$ cat src/rtl/srv_icb_sram.sv
// ICB responder terminating one crossbar port onto a single-port synchronous SRAM (1-cycle read latency).
// Optional address range checking: define SRV_ICB_SRAM_RANGE_CHK_EN.
module srv_icb_sram #(
  parameter int G_W_ADDR     = 32,
  parameter int G_W_DATA     = 32,
  parameter int G_DEPTH_LOG2 = 10,
  parameter int G_MPX        = 2
) (
  input  logic                    clk,
  input  logic                    reset_n,
  output logic                    active,
  output logic                    icb_cmd_ready,
  input  logic                    icb_cmd_valid,
  input  logic [G_W_ADDR-1:0]     icb_cmd_addr,
  input  logic                    icb_cmd_read,
  input  logic [G_W_DATA-1:0]     icb_cmd_wdata,
  input  logic [G_W_DATA/8-1:0]   icb_cmd_wmask,
  input  logic                    icb_resp_ready,
  output logic                    icb_resp_valid,
  output logic [G_W_DATA-1:0]     icb_resp_rdata,
  output logic                    icb_resp_err,
  output logic                    sram_cs,
  output logic                    sram_we,
  output logic [G_DEPTH_LOG2-1:0] sram_addr,
  output logic [G_W_DATA-1:0]     sram_wdata,
  output logic [G_W_DATA/8-1:0]   sram_wem,
  input  logic [G_W_DATA-1:0]     sram_rdata
);

  localparam int W_MASK = G_W_DATA / 8;
  localparam int OFS    = (W_MASK > 1) ? $clog2(W_MASK) : 0;
  localparam int W_CNT  = $clog2(G_MPX + 1);
  localparam int W_PTR  = (G_MPX > 1) ? $clog2(G_MPX) : 1;
  localparam logic [W_CNT-1:0] CNT_FULL = W_CNT'(G_MPX);
  localparam logic [W_PTR-1:0] PTR_LAST = W_PTR'(G_MPX - 1);

  logic [W_CNT-1:0]    cnt_reg, cnt_next;
  logic [W_CNT-1:0]    fifo_cnt_reg, fifo_cnt_next;
  logic [W_PTR-1:0]    wr_ptr_reg, rd_ptr_reg;
  logic                stage_vld_reg, stage_read_reg, stage_err_reg;
  logic [G_W_DATA-1:0] hold_rdata_reg;
  logic                hold_err_reg;
  logic [G_W_DATA-1:0] fifo_rdata [G_MPX];
  logic                fifo_err   [G_MPX];
  logic [G_W_DATA-1:0] push_rdata;
  logic                cmd_hs, resp_hs, fifo_push, in_range;
  logic                unused_addr;

`ifdef SRV_ICB_SRAM_RANGE_CHK_EN
  assign in_range = (icb_cmd_addr[G_W_ADDR-1:G_DEPTH_LOG2+OFS] == '0);
`else
  assign in_range = 1'b1;
`endif
  // Byte-offset bits (and upper bits when aliasing) never select a word.
  assign unused_addr = ^icb_cmd_addr;

  assign icb_cmd_ready = (cnt_reg != CNT_FULL);
  assign cmd_hs        = icb_cmd_valid && icb_cmd_ready;
  assign resp_hs       = icb_resp_valid && icb_resp_ready;
  assign active        = (cnt_reg != '0) | icb_cmd_valid;

  // SRAM port is a combinational pass-through, quiet whenever no command is offered.
  assign sram_cs    = cmd_hs && in_range && reset_n;
  assign sram_we    = icb_cmd_valid && !icb_cmd_read;
  assign sram_addr  = icb_cmd_valid ? icb_cmd_addr[G_DEPTH_LOG2+OFS-1:OFS] : '0;
  assign sram_wdata = icb_cmd_valid ? icb_cmd_wdata : '0;
  assign sram_wem   = icb_cmd_valid ? icb_cmd_wmask : '0;

  assign fifo_push  = stage_vld_reg;
  assign push_rdata = (stage_read_reg && !stage_err_reg) ? sram_rdata : '0;

  always_comb begin
    cnt_next      = cnt_reg;
    fifo_cnt_next = fifo_cnt_reg;
    if (cmd_hs && !resp_hs) begin
      cnt_next = cnt_reg + 1'b1;
    end else if (!cmd_hs && resp_hs) begin
      cnt_next = cnt_reg - 1'b1;
    end
    if (fifo_push && !resp_hs) begin
      fifo_cnt_next = fifo_cnt_reg + 1'b1;
    end else if (!fifo_push && resp_hs) begin
      fifo_cnt_next = fifo_cnt_reg - 1'b1;
    end
  end

  always_ff @(posedge clk or negedge reset_n) begin
    if (!reset_n) begin
      cnt_reg        <= '0;
      fifo_cnt_reg   <= '0;
      wr_ptr_reg     <= '0;
      rd_ptr_reg     <= '0;
      stage_vld_reg  <= 1'b0;
      stage_read_reg <= 1'b0;
      stage_err_reg  <= 1'b0;
      hold_rdata_reg <= '0;
      hold_err_reg   <= 1'b0;
    end else begin
      cnt_reg        <= cnt_next;
      fifo_cnt_reg   <= fifo_cnt_next;
      stage_vld_reg  <= cmd_hs;
      if (cmd_hs) begin
        stage_read_reg <= icb_cmd_read;
        stage_err_reg  <= !in_range;
      end
      if (fifo_push) begin
        wr_ptr_reg <= (wr_ptr_reg == PTR_LAST) ? '0 : wr_ptr_reg + 1'b1;
      end
      if (resp_hs) begin
        rd_ptr_reg     <= (rd_ptr_reg == PTR_LAST) ? '0 : rd_ptr_reg + 1'b1;
        // Keep the popped entry visible so the outputs hold while the FIFO is empty.
        hold_rdata_reg <= icb_resp_rdata;
        hold_err_reg   <= icb_resp_err;
      end
    end
  end

  generate
    for (genvar gi = 0; gi < G_MPX; gi++) begin : g_fifo
      logic [G_W_DATA-1:0] rdata_reg;
      logic                err_reg;
      always_ff @(posedge clk or negedge reset_n) begin
        if (!reset_n) begin
          rdata_reg <= '0;
          err_reg   <= 1'b0;
        end else if (fifo_push && (wr_ptr_reg == W_PTR'(gi))) begin
          rdata_reg <= push_rdata;
          err_reg   <= stage_err_reg;
        end
      end
      assign fifo_rdata[gi] = rdata_reg;
      assign fifo_err[gi]   = err_reg;
    end
  endgenerate

  assign icb_resp_valid = (fifo_cnt_reg != '0);
  assign icb_resp_rdata = icb_resp_valid ? fifo_rdata[rd_ptr_reg] : hold_rdata_reg;
  assign icb_resp_err   = icb_resp_valid ? fifo_err[rd_ptr_reg]   : hold_err_reg;

endmodule

$ cat config.mk
export PLATFORM = sky130hd
export DESIGN_NAME = srv_icb_sram
export DESIGN_NICKNAME = d
export VERILOG_FILES = /design/src/rtl/srv_icb_sram.sv
export SDC_FILE = /design/constraint.sdc
export NUM_CORES = 1
export LEC_CHECK = 0
export BUFFER_PORTS_ARGS = -buffer_cell sky130_fd_sc_hd__buf_2
export CORE_MARGIN = 2
export CORE_UTILIZATION = 40
export CTS_CLUSTER_SIZE = 30
export DETAILED_ROUTE_END_ITERATION = 7
export HOLD_SLACK_MARGIN = 0.03
export PLACE_DENSITY_LB_ADDON = 0.15
export SETUP_SLACK_MARGIN = 0.02
export SLEW_MARGIN = 0
export SYNTH_ARGS = -nofsm -noshare
export SYNTH_HDL_FRONTEND = slang
export SYNTH_SLANG_ARGS = --single-unit
$ cat constraint.sdc
create_clock -name clk -period 1.5 [get_ports clk]
set_input_delay 0.15 -clock clk [delete_from_list [all_inputs] [get_ports clk]]
set_output_delay 0.15 -clock clk [all_outputs]
set_load 0.02 [all_outputs]
==> results of run 1 <==
## area by class of cell
cell class                 instances  share of cell area, %
sequential                       105                  39.94
multi-input combinational        390                  33.97
timing repair buffer             193                  18.89
clock buffer                      10                  3.478
tap                              147                  2.794
clock inverter                     5                 0.8744
inverter                           1                0.05702
## worst max path at each step
stage	startpoint	to	slack, ns	cells after the start
5_1_grt	fifo_cnt_reg[0]$_DFFE_PN0P_	icb_resp_rdata[25]	-0.27	5
4_1_cts	fifo_cnt_reg[0]$_DFFE_PN0P_	icb_resp_rdata[0]	-0.21	5
3_5_place_dp	fifo_cnt_reg[0]$_DFFE_PN0P_	icb_resp_rdata[9]	0.04	4
3_3_place_gp	fifo_cnt_reg[0]$_DFFE_PN0P_	icb_resp_rdata[30]	0.05	4
2_1_floorplan	fifo_cnt_reg[0]$_DFFE_PN0P_	icb_resp_rdata[1]	-0.03	5
6_report	fifo_cnt_reg[0]$_DFFE_PN0P_	icb_resp_rdata[16]	-0.19	4
## layer usage
metal,share of wire (%),vias to the layer above
li1,-,2072
met1,44,1924
met2,51,97
met5,0,-
met4,0.81,0
met3,4.2,8
## critical path, cell delays in order (launching register included)
cell	delay, ns
dfrtp_1	0.37
or2_4	0.31
buf_12	0.19
a21oi_1	0.16
buf_4	0.17
## synth_stat cells
| cell type | n | share of area [%] |
|---|---|---|
| buf_2 | 11 | 1.1 |
| or2_1 | 1 | 0.13 |
| o21ai_1 | 2 | 0.21 |
| and3_1 | 1 | 0.13 |
| inv_1 | 1 | 0.077 |
| buf_4 | 5 | 0.77 |
| a21oi_1 | 33 | 3.4 |
| xor2_1 | 5 | 0.90 |
| nand2b_1 | 2 | 0.26 |
| buf_6 | 4 | 0.92 |
| xnor2_1 | 3 | 0.54 |
| ha_1 | 2 | 0.51 |
| nand2_1 | 129 | 9.9 |
| mux2_2 | 1 | 0.23 |
| clkbuf_1 | 21 | 1.6 |
| and2_1 | 47 | 6.0 |
| nor2b_1 | 1 | 0.13 |
| nor2_1 | 35 | 2.7 |
| or3_1 | 1 | 0.13 |
| o21ai_0 | 95 | 9.8 |
| mux2i_1 | 32 | 6.6 |
| dfrtp_1 | 105 | 54 |
## power by group through the flow
| stage | registers, mW | clock network [mW] | logic (mW) |
|---|---|---|---|
| 2_1_floorplan | 4.50 | 0 | 4.63 |
| 3_3_place_gp | 4.58 | 0 | 6.49 |
| 3_5_place_dp | 4.65 | 0 | 6.62 |
| 4_1_cts | 4.63 | 2.35 | 7.13 |
| 5_1_grt | 4.81 | 2.47 | 8.19 |
| 6_report | 4.66 | 2.28 | 7.42 |
## cells by family (layout without fill, tap and decap cells)
family	count (synthesis)	in the layout	share of synthesized area, %
and+or+nand+nor	217	217	19.44
muxes	33	33	6.805
DFF	105	105	53.93
adders and majority gates	2	2	0.5135
buffers and inverters	42	209	4.520
xor gates and xnor gates	8	8	1.438
AOI/OAI and AO/OA	130	130	13.35
## cell usage in the layout, fill, tap and decap left out, types with 2 or more instances in the layout
cell type	instances
buf_8	2
a21oi_1	11
dfrtp_1	104
clkinvlp_4	3
mux2i_1	31
buf_2	143
a21oi_2	21
nor2_2	21
clkbuf_16	9
xnor2_1	3
buf_6	4
and2_1	46
buf_4	34
nand2_1	128
buf_12	8
xor2_1	4
o21ai_0	95
nor2_1	13
## through the flow
stage | cell area, µm² | hold WS (ns)
after global placement | 6008 | 0.2783
after detailed placement | 6008 | 0.2859
final | 6583 | 0.04484
after global routing | 6583 | 0.03742
after CTS | 6435 | 0.03241
after floorplan | 4952 | -0.1456
## repair_timing
item,4_1_cts,5_1_grt
setup endpoints to repair,36,44
pin swaps,4,3
resized for setup,36,32
gates cloned,1,0
hold buffers,1,0
buffers inserted,2,4
endpoints found under the hold margin,105,0
==> impl_metrics.tcl, run 1 <==
set metrics [dict create \
    status "finished with violations" \
    failed_checks "negative setup slack" \
    r2r_cells 5 \
    cts_max_level 3 \
    gp_congestion 0.7519 \
    grt_pass1_vias 4145 \
    netlist_area_mm2 0.004872 \
    ir_drop_v 0.001019 \
    fin_setup_tns_ns -5.375 \
    grt_max_degree 75 \
    numCtsBuffers 9 \
    power.density_mw_per_mm2 2181 \
    power.internal_mw 8.373 \
    fin_crit_sh_pct 112.6 \
    synth-seq-cells 105 \
    dp_slack_ns 0.03565 \
    viasPerCell 4.819 \
    use_met2_pct 33.10 \
    cts_num_sinks 105 \
    fin_util_pct 55.03 \
    final_nets 807 \
    instances_no_fill 851 \
    synth.net_count 644 \
    worstHoldPathType "input pin to flop" \
    skew_ns 0.006595 \
    die_w_um 114.4 \
    crit_type "flop to primary output" \
    clockBufferDepth 2 \
    cp_data_arrival_time_ns 1.54 \
    routedWlPerCell_um 13.86 \
    clock-root-buffer "clkbuf_16" \
    swShare_pct 41.68 \
    r2r_end "fifo_cnt_reg[1]$_DFFE_PN0P_" \
    pwr-share-comb_pct 51.7 \
    fin_ws_ns -0.1895 \
    switching_power_mw 5.984 \
    regToRegSetupSlack_ns 0.04 \
    setup-violations-final 35 \
    whs_path_depth 2 \
    drc_errors 0 \
    n_fill_cell 1088 \
    rsz0062_at_grt "yes" \
    clkPwrFrac_pct 15.9 \
    critPathCaptureType "primary output" \
    dp.cells 829 \
    crit_path_max_fanout 21 \
    grt.busiest_layer "met2" \
    cp.required_ns 1.35 \
    wl_mm 11.79 \
    vias 4101 \
    grt_overflow 0 \
    hp-start "icb_resp_ready" \
    multi_input_area_mm2 0.002236 \
    rows 40 \
    largest_register_ff_count 64 \
    synth_cell_types 22 \
    fp.dieArea_mm2 0.01308 \
    drt-pass1-iter-count 4 \
    clkTransAtPathRegs_ns 0.07 \
    grt_use_met1_pct 24.38 \
    syn_area_per_cell_um2 9.073 \
    fmax_ghz 0.5919 \
    power_frac_seq_pct 32.4 \
    io_pins 189 \
    ant_nets 0 \
    die_y_um 114.4 \
    finalHoldViolations 0 \
    yosysWarnings 0 \
    slew_viol_final 0 \
    initial_core_util_pct 40.73 \
    grt_usage_pct 18.94 \
    hold_end "hold_err_reg$_DFFE_PN0P_" \
    drt_iter0_markers 171 \
    p_leak_nw 3.302 \
    cts_tree "built" \
    use_met3_pct 3.812 \
    worstReg2RegStart "fifo_cnt_reg[0]$_DFFE_PN0P_" \
    p_total_mw 14.36 \
    regArea_mm2 0.002629 \
    slew_headroom_pct 72.91 \
    crit_path_start_kind "flop" \
    antenna_found_initial 0 \
    drive_gt1_share_pct 37.07 \
    synthCells 537 \
    core_mm2 0.01196 \
    clk_latency_ns 0.33 \
    fin_crit_ns 1.690 \
    dp_hpwl_mm 8.052 \
    io_buffers 166 \
    syn2layout_area_growth_pct 35.11 \
    antenna_cells 0 \
    max_slew.worst_pin.slew_ns 0.4064 \
    yosysSeqAreaShare_pct 53.93 \
    max_cap_violations 0 \
    grt_pass1_wl_mm 19.84 \
]
No activity file was read; power rests on OpenSTA's default activity.
==> run 2, diff against run 1 <==
--- a/config.mk
+++ b/config.mk
@@ -12,6 +12,7 @@
 export DETAILED_ROUTE_END_ITERATION = 7
 export HOLD_SLACK_MARGIN = 0.03
 export PLACE_DENSITY_LB_ADDON = 0.15
+export REMOVE_ABC_BUFFERS = 1
 export SETUP_SLACK_MARGIN = 0.02
 export SLEW_MARGIN = 0
 export SYNTH_ARGS = -nofsm -noshare
==> impl_metrics.tcl, run 2 (synthesis gave the netlist of run 1 again) <==
set metrics [dict create \
    initial_core_util_pct 40.73 \
    drt-pass1-iter-count 4 \
    crit_path_start_kind "flop" \
    core_mm2 0.01196 \
    final_cell_mix "137 x buf_2, 128 x nand2_1, 104 x dfrtp_1, 95 x o21ai_0, 46 x and2_1" \
    skew_ns 0.004970 \
    antenna_found_initial 1 \
    finalHoldViolations 0 \
    vias 4095 \
    antenna_cells 0 \
    clock-root-buffer "clkbuf_16" \
    cts_num_sinks 105 \
    p_total_mw 14.20 \
    dp_hpwl_mm 8.448 \
    grt_overflow 0 \
    drive_gt1_share_pct 34.85 \
    syn2layout_area_growth_pct 34.21 \
    rows 40 \
    layout_commonest_cell "buf_2" \
    rsz0062_at_grt "yes" \
    whs_path_depth 2 \
    grt_pass1_wl_mm 19.15 \
    ant_nets 0 \
    viasPerCell 4.818 \
    worstReg2RegStart "fifo_cnt_reg[1]$_DFFE_PN0P_" \
    max_slew.worst_pin.slew_ns 0.5791 \
    fin_crit_ns 1.692 \
    grt_max_degree 106 \
    max_cap_violations 0 \
    hold_end "stage_read_reg$_DFFE_PN0P_" \
    final_area_mm2 0.006539 \
    io_pins 189 \
    critPathCaptureType "primary output" \
    cp_data_arrival_time_ns 1.54 \
    slew_viol_final 0 \
    max_stage_delay_ns 0.38 \
    largest_register_ff_count 64 \
    n_fill_cell 1110 \
    cts_tree "built" \
    fin_crit_sh_pct 112.8 \
    setup-violations-final 34 \
    cts_max_level 3 \
    power.density_mw_per_mm2 2171 \
    clkTransAtPathRegs_ns 0.07 \
    die_y_um 114.4 \
    crit_path_max_fanout 23 \
    path_cells "or2_4 -> buf_12 -> a21oi_1 -> buf_4" \
    slew_headroom_pct 61.40 \
    routedWlPerCell_um 14.61 \
    fin_ws_ns -0.1923 \
    numCtsBuffers 9 \
    r2r_end "cnt_reg[1]$_DFFE_PN0P_" \
    r2r_cells 6 \
    fp.dieArea_mm2 0.01308 \
    timing.hold.ws_ns 0.06327 \
    clockBufferDepth 2 \
    die_w_um 114.4 \
    ir_drop_v 0.0008752 \
    p_leak_nw 3.301 \
    gp_congestion 0.7799 \
    failed_checks "negative setup slack" \
    worstHoldPathType "input pin to flop" \
    crit_slowest_cell "dfrtp_1" \
    grt_usage_pct 18.92 \
    status "finished with violations" \
    grt_pass1_vias 3763 \
    place_area_mm2 0.005923 \
    cp.required_ns 1.35 \
    final_nets 805 \
    drt_iter0_markers 218 \
    hp-start "icb_cmd_read" \
    io_buffers 166 \
    clk_latency_ns 0.34 \
    crit_type "flop to primary output" \
    regToRegSetupSlack_ns 0.07 \
    fmax_ghz 0.5909 \
    wl_mm 12.42 \
    drc_errors 0 \
]
run 2: cell types whose count changed in the layout (fill, tap and decap cells not counted), sizes merged:
cell,previous run,this run
clkinv,1,3
clkinvlp,3,1
clkbuf,10,12
dlygate4sd3,1,2
buf,192,188
run 2: through the flow:
step / setup TNS (ns) / util [%] / instances / setup WS (ns)
2_1_floorplan: -86.46 / - / 496 / -1.761
3_3_place_gp: 0 / 49.52 / 830 / 0.08038
3_5_place_dp: 0 / 49.52 / 830 / 0.06425
4_1_cts: -6.059 / 53.00 / 849 / -0.2079
5_1_grt: -7.477 / 54.67 / 850 / -0.2471
6_report: -5.360 / 54.67 / 850 / -0.1923
run 2: timing repair:
| action | CTS | global route |
|---|---|---|
| gates resized for setup | 30 | 49 |
| setup endpoints to repair | 35 | 58 |
| endpoints found under the hold margin | 106 | 0 |
| buffers inserted | 0 | 2 |
| cloned | 1 | 1 |
| hold buffers | 2 | 0 |
| pin swaps | 2 | 7 |
run 2: layout make-up:
| class | count | area, µm² | share of cell area (%) |
|---|---|---|---|
| clock buffer | 11 | 232.7 | 3.559 |
| tap | 147 | 183.9 | 2.813 |
| inverter | 1 | 3.754 | 0.05741 |
| multi-input combinational | 390 | 2182 | 33.37 |
| clock inverter | 5 | 56.30 | 0.8611 |
| timing repair buffer | 191 | 1251 | 19.14 |
| sequential | 105 | 2629 | 40.20 |
run 2: report_power, final:
group / total (mW) / switching [mW] / internal [mW]
clock network: 2.30 / 1.01 / 1.29
registers: 4.67 / 0.684 / 3.99
logic: 7.22 / 4.18 / 3.04
total: 14.2 / 5.88 / 8.32
run 2: layer usage:
layer	up-vias	global-route usage, %	part of all wire (%)
met2	83	29.33	48
met4	0	3.415	0.60
met1	1928	26.49	46
met5	-	0	0
met3	5	6.035	5.8
li1	2079	-	-
run 2: worst max-delay path, delay by kind of cell, from the launching register on:
family / cells / cell delay [ns]
buf+inv: 2 / 0.35
flops: 1 / 0.38
simple gates: 1 / 0.31
compound gates: 1 / 0.16
run 2: how the worst max path moves through the flow:
| stage | start | endpoint | slack (ns) | cells past startpoint |
|---|---|---|---|---|
| after floorplan | fifo_cnt_reg[0]$_DFFE_PN0P_ | cnt_reg[1]$_DFFE_PN0P_ | -1.76 | 4 |
| after global placement | fifo_cnt_reg[0]$_DFFE_PN0P_ | icb_resp_rdata[8] | 0.08 | 4 |
| after detailed placement | cnt_reg[0]$_DFFE_PN0P_ | cnt_reg[1]$_DFFE_PN0P_ | 0.06 | 5 |
| after CTS | fifo_cnt_reg[1]$_DFFE_PN0P_ | icb_resp_rdata[0] | -0.21 | 5 |
| after global routing | fifo_cnt_reg[0]$_DFFE_PN0P_ | icb_resp_rdata[0] | -0.25 | 4 |
| final | fifo_cnt_reg[0]$_DFFE_PN0P_ | icb_resp_rdata[5] | -0.19 | 4 |
